File: config.mk
export PLATFORM = sky130hd
export DESIGN_NAME = status_led_ctrl
export DESIGN_NICKNAME = d
export VERILOG_FILES = /design/src/rtl/status_led_pkg.sv /design/src/rtl/status_led_div.sv /design/src/rtl/status_led_ctrl.sv
export SDC_FILE = /design/constraint.sdc
export NUM_CORES = 1
export LEC_CHECK = 0
export CAP_MARGIN = 20
export CORE_ASPECT_RATIO = 0.75
export CORE_MARGIN = 1
export CORE_UTILIZATION = 40
export CTS_BUF_LIST = sky130_fd_sc_hd__clkbuf_16
export DETAILED_ROUTE_END_ITERATION = 8
export PLACE_DENSITY = 0.61
export SETUP_SLACK_MARGIN = 0.05
export SYNTH_ARGS = -nofsm -noshare
export SYNTH_HDL_FRONTEND = slang
export SYNTH_SLANG_ARGS = --single-unit
File: constraint.sdc
create_clock -name i_clk -period 12.18 [get_ports i_clk]
set_input_delay 3.045 -clock i_clk [delete_from_list [all_inputs] [get_ports i_clk]]
set_output_delay 3.045 -clock i_clk [all_outputs]
set_load 0.01 [all_outputs]
File: src/rtl/status_led_pkg.sv
// Shared types for the status LED controller: channel modes, per-channel config
// record and the raw-mode decoder (PWM availability chosen by the caller).
package status_led_pkg;

    localparam int MODE_W    = 3;
    localparam int LED_CNT_W = 32;
    localparam int LED_PWM_W = 8;

    typedef enum logic [MODE_W-1:0] {
        LED_OFF   = 3'd0,
        LED_ON    = 3'd1,
        LED_BLINK = 3'd2,
        LED_COUNT = 3'd3,
        LED_PWM   = 3'd4
    } led_mode_e;

    typedef struct packed {
        led_mode_e              mode;
        logic [LED_CNT_W-1:0]   div;
        logic [LED_PWM_W-1:0]   duty;
    } led_ch_cfg_t;

    // Unknown codes (and PWM when it is not built in) collapse to OFF.
    function automatic led_mode_e mode_decode(input logic [MODE_W-1:0] raw,
                                              input logic pwm_en);
        led_mode_e m;
        case (raw)
            3'd0:    m = LED_OFF;
            3'd1:    m = LED_ON;
            3'd2:    m = LED_BLINK;
            3'd3:    m = LED_COUNT;
            3'd4:    m = pwm_en ? LED_PWM : LED_OFF;
            default: m = LED_OFF;
        endcase
        return m;
    endfunction

endpackage

File: src/rtl/status_led_div.sv
// Programmable divider: counts while en, wraps when the count reaches or passes div.
// tick is combinational and marks the edge on which the wrap happens; clr wins over tick.
module status_led_div #(
    parameter int CNT_W = 32
) (
    input  logic             i_clk,
    input  logic             i_reset,
    input  logic             en,
    input  logic             clr,
    input  logic [CNT_W-1:0] div,
    output logic             tick
);

    logic [CNT_W-1:0] cnt;
    logic             at_end;

    // ">=" so a divider shrunk below the running count still wraps next cycle.
    assign at_end = (cnt >= div);
    assign tick   = en && !clr && at_end;

    always_ff @(posedge i_clk or posedge i_reset) begin
        if (i_reset) begin
            cnt <= '0;
        end else if (clr) begin
            cnt <= '0;
        end else if (en) begin
            cnt <= at_end ? '0 : cnt + 1'b1;
        end
    end

endmodule

File: src/rtl/status_led_ctrl.sv
// NB_LED-channel status LED controller (off/on/blink/binary count/PWM) with alarm override.
// PWM mode is built only when STATUS_LED_PWM_EN is defined; otherwise mode 4 stores as OFF.
module status_led_ctrl
    import status_led_pkg::*;
#(
    parameter int               NB_LED      = 3,
    parameter int               CNT_W       = LED_CNT_W,
    parameter logic [CNT_W-1:0] DIV_DEFAULT = 32'h017D7840,
    parameter int               PWM_W       = LED_PWM_W
) (
    input  logic                        i_clk,
    input  logic                        i_reset,
    input  logic                        i_en,
    input  logic                        i_alarm,
    input  logic                        i_cfg_valid,
    output logic                        o_cfg_ready,
    input  logic [$clog2(NB_LED+1)-1:0] i_cfg_ch,
    input  logic [MODE_W-1:0]           i_cfg_mode,
    input  logic [CNT_W-1:0]            i_cfg_div,
    input  logic [PWM_W-1:0]            i_cfg_duty,
    output logic [NB_LED-1:0]           o_led,
    output logic                        o_tick
);

    localparam int CH_W = $clog2(NB_LED+1);

`ifdef STATUS_LED_PWM_EN
    localparam logic PWM_EN = 1'b1;
`else
    localparam logic PWM_EN = 1'b0;
`endif

    logic              accept;
    logic              wr_glob;
    logic [NB_LED-1:0] wr_ch;
    logic [CNT_W-1:0]  g_div;
    logic              g_tick;
    logic [NB_LED-1:0] r_val;
    logic [NB_LED-1:0] val_next;
    led_ch_cfg_t       cfg [NB_LED];
    logic [NB_LED-1:0] ch_tick;
    logic [NB_LED-1:0] blink;
    logic [NB_LED-1:0] blink_next;
    logic [NB_LED-1:0] led_next;

    // Write port: a beat transfers on any edge where i_cfg_valid && o_cfg_ready;
    // ready is a registered !i_alarm, so the port closes one edge after alarm rises.
    assign accept  = i_cfg_valid && o_cfg_ready;
    assign wr_glob = accept && (i_cfg_ch == CH_W'(NB_LED));

    always_comb begin
        for (int i = 0; i < NB_LED; i++) begin
            wr_ch[i] = accept && (i_cfg_ch == CH_W'(i));
        end
    end

    always_ff @(posedge i_clk or posedge i_reset) begin
        if (i_reset) begin
            o_cfg_ready <= 1'b0;
        end else begin
            o_cfg_ready <= !i_alarm;
        end
    end

    // Global divider drives the shared binary count and o_tick.
    status_led_div #(.CNT_W(CNT_W)) u_glob_div (
        .i_clk   (i_clk),
        .i_reset (i_reset),
        .en      (i_en),
        .clr     (wr_glob),
        .div     (g_div),
        .tick    (g_tick)
    );

    always_ff @(posedge i_clk or posedge i_reset) begin
        if (i_reset) begin
            g_div  <= DIV_DEFAULT;
            r_val  <= '0;
            o_tick <= 1'b0;
        end else begin
            if (wr_glob) begin
                g_div <= i_cfg_div;
            end
            r_val  <= val_next;
            o_tick <= g_tick;
        end
    end

    assign val_next = g_tick ? r_val + 1'b1 : r_val;

    genvar gi;
    generate
        for (gi = 0; gi < NB_LED; gi++) begin : g_ch
            status_led_div #(.CNT_W(CNT_W)) u_ch_div (
                .i_clk   (i_clk),
                .i_reset (i_reset),
                .en      (i_en),
                .clr     (wr_ch[gi]),
                .div     (CNT_W'(cfg[gi].div)),
                .tick    (ch_tick[gi])
            );
        end
    endgenerate

    always_ff @(posedge i_clk or posedge i_reset) begin
        if (i_reset) begin
            for (int i = 0; i < NB_LED; i++) begin
                cfg[i].mode <= LED_COUNT;
                cfg[i].div  <= LED_CNT_W'(DIV_DEFAULT);
                cfg[i].duty <= '0;
            end
        end else begin
            for (int i = 0; i < NB_LED; i++) begin
                if (wr_ch[i]) begin
                    cfg[i].mode <= mode_decode(i_cfg_mode, PWM_EN);
                    cfg[i].div  <= LED_CNT_W'(i_cfg_div);
`ifdef STATUS_LED_PWM_EN
                    cfg[i].duty <= LED_PWM_W'(i_cfg_duty);
`endif
                end
            end
        end
    end

    // A write to a channel clears its blink phase even if it ticks that cycle.
    always_comb begin
        for (int i = 0; i < NB_LED; i++) begin
            if (wr_ch[i]) begin
                blink_next[i] = 1'b0;
            end else if (ch_tick[i]) begin
                blink_next[i] = !blink[i];
            end else begin
                blink_next[i] = blink[i];
            end
        end
    end

    always_ff @(posedge i_clk or posedge i_reset) begin
        if (i_reset) begin
            blink <= '0;
        end else begin
            blink <= blink_next;
        end
    end

`ifdef STATUS_LED_PWM_EN
    logic [PWM_W-1:0] pwm_cnt;

    always_ff @(posedge i_clk or posedge i_reset) begin
        if (i_reset) begin
            pwm_cnt <= '0;
        end else if (i_en) begin
            pwm_cnt <= pwm_cnt + 1'b1;
        end
    end
`else
    logic unused_duty;

    always_comb begin
        unused_duty = ^i_cfg_duty;
        for (int i = 0; i < NB_LED; i++) begin
            unused_duty = unused_duty ^ (^cfg[i].duty);
        end
    end
`endif

    // COUNT and BLINK use next-state values so the LED moves on the same edge as the tick.
    always_comb begin
        for (int i = 0; i < NB_LED; i++) begin
            case (cfg[i].mode)
                LED_OFF:   led_next[i] = 1'b0;
                LED_ON:    led_next[i] = 1'b1;
                LED_BLINK: led_next[i] = blink_next[i];
                LED_COUNT: led_next[i] = val_next[i];
`ifdef STATUS_LED_PWM_EN
                LED_PWM:   led_next[i] = (pwm_cnt < PWM_W'(cfg[i].duty));
`endif
                default:   led_next[i] = 1'b0;
            endcase
        end
    end

    always_ff @(posedge i_clk or posedge i_reset) begin
        if (i_reset) begin
            o_led <= '0;
        end else if (i_alarm) begin
            o_led <= '1;
        end else if (i_en) begin
            o_led <= led_next;
        end
    end

endmodule

* After elaboration in Yosys (flattened, before gate mapping)
Cells that the tools add are included.
** Storage, ports and cells
- Register bits after elaboration :: 276
- Bits of input ports :: 50
- Output and inout bits :: 5
- Word-level logic and storage cells :: 92
** Operators by class
- $add $sub $neg :: 5
- Order comparisons :: 4
- Equal/unequal tests :: 15
- Multiplexer cells :: 25
- Reductions and logical operators :: 27
** Operator list (count)
- 32-bit 2-to-1 mux :: 12
- 32-bit by 1-bit adder with 32-bit output (second input constant) :: 4
- 32-bit greater-or-equal comparator :: 4
- 3-bit by 2-bit equality test with 1-bit output (second input constant) :: 8
- 1-bit logical AND :: 13
- 3-bit by 1-bit equality test with 1-bit output (second input constant) :: 4
- 2-bit nonzero test :: 5
- 3-bit 2-to-1 mux :: 3
- 1-bit case mux with 3 select lines :: 3
- 1-bit zero test :: 8
- 1-bit 2-to-1 mux :: 6
- 2-bit case mux with 3 select lines :: 1
- 2-bit equality test (second input constant) :: 2
- 3-bit by 1-bit adder with 3-bit output (second input constant) :: 1
- 2-bit by 1-bit equality test with 1-bit output (second input constant) :: 1
- 2-bit zero test :: 1

* Longest topological paths before layout
- Depth in word-level cells :: 10
- Mapped depth :: 13
- Mapped depth without buffers :: 10

* Hierarchy
A second synthesis with hierarchy kept.
** Second synthesis, totals
- Cell total of the unflattened synthesis :: 1811
- Area total of the unflattened synthesis :: 17585.6 um^2
** Modules (own cells, without submodules)
- status_led_div :: instances 4, cells each 368, area each 3014.1 um^2, seq. area each 800.8 um^2
- status_led_ctrl :: instances 1, cells each 339, area each 5529.1 um^2, seq. area each 3696.0 um^2

* Worst setup path before layout
OpenSTA, ideal clock, no wires.
- Path kind :: input -> register
- Start point :: in i_cfg_ch[0]
- End point :: reg g_ch[2].u_ch_div.cnt[5]
- Library setup time :: 0.082 ns
- Arrival :: 4.727 ns
- Data required time :: 12.098 ns
- Slack :: 7.371 ns
- Stages on the path :: 10
- Path buffers :: 4
- Cells stage by stage :: clkbuf_1 or2_2 clkbuf_1 nand2_1 nor3_1 a21o_1 clkbuf_1 clkbuf_1 nand2_1 a31oi_1
** Between the ends
- Cells in the longest elaborated chain, start to end :: 3
- Elaborated cells between the ends (all ways) :: 4
- Those cells by class :: 1 x eq/ne; 1 x mux; 2 x reduce/logical
** Ends and longest elaborated chain
- start: declaration :: line status_led_ctrl.sv:17 : input logic [$clog2(NB_LED+1)-1:0] i_cfg_ch,
- 2-bit equality test (*) :: line status_led_ctrl.sv:53 : wr_ch[i] = accept && (i_cfg_ch == CH_W'(i));
- 1-bit logical AND (*) :: line status_led_ctrl.sv:53
- 32-bit 2-to-1 mux or 2-bit nonzero test (tied branches)
- end signal: assignment :: line status_led_div.sv:27 : cnt <= at_end ? '0 : cnt + 1'b1;
- end: declaration :: line status_led_div.sv:14 : logic [CNT_W-1:0] cnt;
Every way passes the cells marked *; elsewhere a longest branch is shown, timed or not.
A chain may end at the register's enable or synchronous reset.

* Worst setup path in the final report
- Start point :: in i_cfg_ch[0]
- End point :: reg u_glob_div.cnt[12]
** Between the ends
- Cells in the longest elaborated chain, start to end :: 3
- Elaborated cells between the ends (all ways) :: 4
- Those cells by class :: 1 x eq/ne; 1 x mux; 2 x reduce/logical
** Ends and longest elaborated chain
- 2-bit equality test (*) :: line status_led_ctrl.sv:49 : assign wr_glob = accept && (i_cfg_ch == CH_W'(NB_LED));
- 1-bit logical AND (*) :: line status_led_ctrl.sv:49
- 32-bit 2-to-1 mux or 2-bit nonzero test (tied branches)
- end signal: assignment :: line status_led_div.sv:27
- end: declaration :: line status_led_div.sv:14
Marked as above.

==> impl_metrics.toml <==
[logic_synthesis]
synth-edff-count = 0
synthXorXnorAreaFrac_pct = 1.08
syn-instance-count = 1655
synth_seq_area_share_pct = 44.8
synthTopCellsByArea = "dfrtp_1, ha_1, dfstp_2, o21ai_0, nand2_1"
synth_fa_ha_area_share_pct = 10.8
ys_types = 58
synth_top_cell_by_area = "dfrtp_1"
synth_simple_gate_area_share_pct = 16.6
synth_top_area_share_pct = 35.6
synth_top_family_by_area = "simple AND/OR/NAND/NOR gates"
syn_area_um2 = 15400
yosys.cell_count.top_type = "nand2_1"
muxShareOfSynthArea_pct = 5.02
async_reset_ff_share_pct = 100
syn_area_per_cell_um2 = 9.30
synth.yosys.warnings = 0
ys_seq_elements = 273
synth-compound-area-share_pct = 16.4
synthesis.nets = 1838
synthFlopType = "dfrtp_1"
synth_commonest_cells = "nand2_1, dfrtp_1, o21ai_0"

[floorplan]
fp.dieH_um = 172
initial_core_util_pct = 41.1
dieWidth_um = 229
rows = 61
core_um2 = 37500
io_pins = 55
dieArea_um2 = 39300

[hold_path]
min_path_type = "flip-flop to flip-flop"
min_path_cells = 2
holdPathEnd = "cfg[127]"
hp-start = "cfg[127]"

[route]
ant_nets = 0
vias = 12275
wl_per_cell_um = 18.0
wirelength_um = 39800
drc_errors = 0
dr.first_iter.drc_count = 871
viasPerCell = 5.54
dr.pass1.iters = 7

[pwr]
switching_share_pct = 29.4
p_comb_share_pct = 19.1
clockPowerShare_pct = 36.0
power_switching_mw = 0.752
powerDensity_nw_per_um2 = 147
vdd_drop_max_uv = 101
p_leak_nw = 7.92
p_int_mw = 1.81
p_total_mw = 2.56
seq_power_share_pct = 44.9

[setup_path]
cp_slowest_stage_delay_ps = 580
worstPathCellList = "clkdlybuf4s50_1 -> nand4_1 -> buf_4 -> nand2_1 -> or3_1 -> buf_4 -> nand2b_1 -> o31ai_1"
startpoint = "i_cfg_ch[0]"
cp-end-kind = "flip-flop"
r2r-start = "cfg[64]"
critPathLaunchType = "input pin"
cp_data_required_time_ps = 12660
reg2reg_depth = 10
path_class = "input pin to flip-flop"
rr_endpoint = "g_ch[1].u_ch_div.cnt[7]"
r2r_slack_ps = 8470
crit_fanout = 58
cpMostUsedCell = "buf_4"
slowest_stage = "clkdlybuf4s50_1"
cp_top_family = "buffers and inverters"
path_buf_inv = 3
arrival_ps = 5600

[global_routing]
first_global_vias = 11617
grt_antenna_before_repair = 2
grt_usage_pct = 20.5
grt_max_degree = 166
grt_pass1_wl_um = 64100
grt_overflow = 0

[clocking]
post_cts_buffers = 0
clk_pin_slew_ps = 60
clock_latency_ps = 580
cts_resized = 0
cts-hold-fix-buffers = 0
cts_made_buffers = 29
cts.path.max_buffers = 3
root_buffer = "clkbuf_16"
cts_tree = "yes"
htreeDepth = 1
cts.sinks = 273

[layout]
antenna_cells = 0
fin_cells = 2215
final_cell_area_um2 = 17400
syn2layout_area_growth_pct = 12.9
nNetsFinal = 1871
final_core_util_pct = 46.4
layout-drive-gt1-share_pct = 11.2

[placement]
pre_cts_slack_ps = 6440
portBuffers = 46
place.gp.congestion = 0.814
post_dp_cell_area_um2 = 16400
hpwl_um = 27200
placedCellCount = 2160

[timing]
worst-slew-pin-transition_ps = 940
setup_violations = 0
period_needed_ps = 5120
fmax_mhz = 195
clock_skew_ps = 17.7
rsz0062_at_grt = "no"
setup_tns_ps = 0
hold_viol = 0
final.period_utilization_pct = 42.0
hold_slack_ps = 495
setup_slack_ps = 7060
slew_viol_final = 0
relSlewSlack_pct = 37.4

[flow_run]
maxCapViolations = 0

[status]
status = "completed"
## cell families after synthesis
group,Yosys count
XOR/XNOR,19
multiplexers,69
buffers and inverters,207
adder cells (fa/ha/maj),133
flip-flops,273
AO/OA/AOI/OAI,422
AND/OR/NAND/NOR,532
## registers in the layout (all words and copies together), names as in the netlist
name	count
u_glob_div.cnt	32
cfg	102
g_div	32
blink	3
r_val	3
o_led	3
g_ch.u_ch_div.cnt	96
o_tick	1
o_cfg_ready	1
## power groups by stage
stage / clock [mW] / combinational (mW) / sequential (mW)
detailed placement: 0 / 0.489 / 1.16
global placement: 0 / 0.471 / 1.16
global route: 0.974 / 0.562 / 1.17
finish: 0.920 / 0.489 / 1.15
CTS: 0.939 / 0.494 / 1.15
floorplan: 0 / 0.358 / 1.14
## cells in the final DEF (no fill, tap or decap), types with 11 or more instances in the layout
cell type          n
a41oi_1           15
dfrtp_1          219
xnor2_1           11
nand2_1          222
nand2b_1          16
o21ai_0          199
ha_1             133
and2_1            14
nand3_1           68
and3_1            31
dfstp_2           54
buf_4             13
a21oi_1           68
inv_1            152
nand4_1           21
clkbuf_16         29
and4_1            20
o31ai_1           21
nor3_1            23
mux2_2            66
a31oi_1           47
clkdlybuf4s50_1   46
or3_1             15
nor2_1            67
a21o_1            16
## cell type report
cell class	count	area, um2
repair buffers	62	617
clock inverters	25	236
fillers	3555	20100
flip-flops and latches	273	6900
clock buffers	29	726
inverters	147	559
multi-input cells	1175	7710
well taps	504	631
## how the worst max path moves through the flow
stage,end,slack (ps),cells after the start
6_report,u_glob_div.cnt[12],7060,8
5_1_grt,g_ch[2].u_ch_div.cnt[27],6840,9
4_1_cts,u_glob_div.cnt[29],7080,9
3_5_place_dp,u_glob_div.cnt[12],6440,8
3_3_place_gp,u_glob_div.cnt[29],6550,9
2_1_floorplan,blink[0],1700,1
## routing by layer
metal  up-vias  part of all wire (%)  global-route usage, %
met5         -                 0.028                      0
met4         2                   2.4                   5.34
met3        67                   3.8                   2.94
met2       241                    45                   32.4
met1      6005                    49                   29.5
li1       5960                     -                      -
## worst register-to-register path, cell delays in order, from the launching register on
cell      delay [ps]
dfstp_2          530
inv_1             40
ha_1             280
a21oi_1           60
o21ai_0          360
a41oi_1           90
a211o_1          350
a211oi_1         760
or3_1            730
o21ai_0          200
a21o_1           220
No activity file was read; power rests on OpenSTA's default activity.
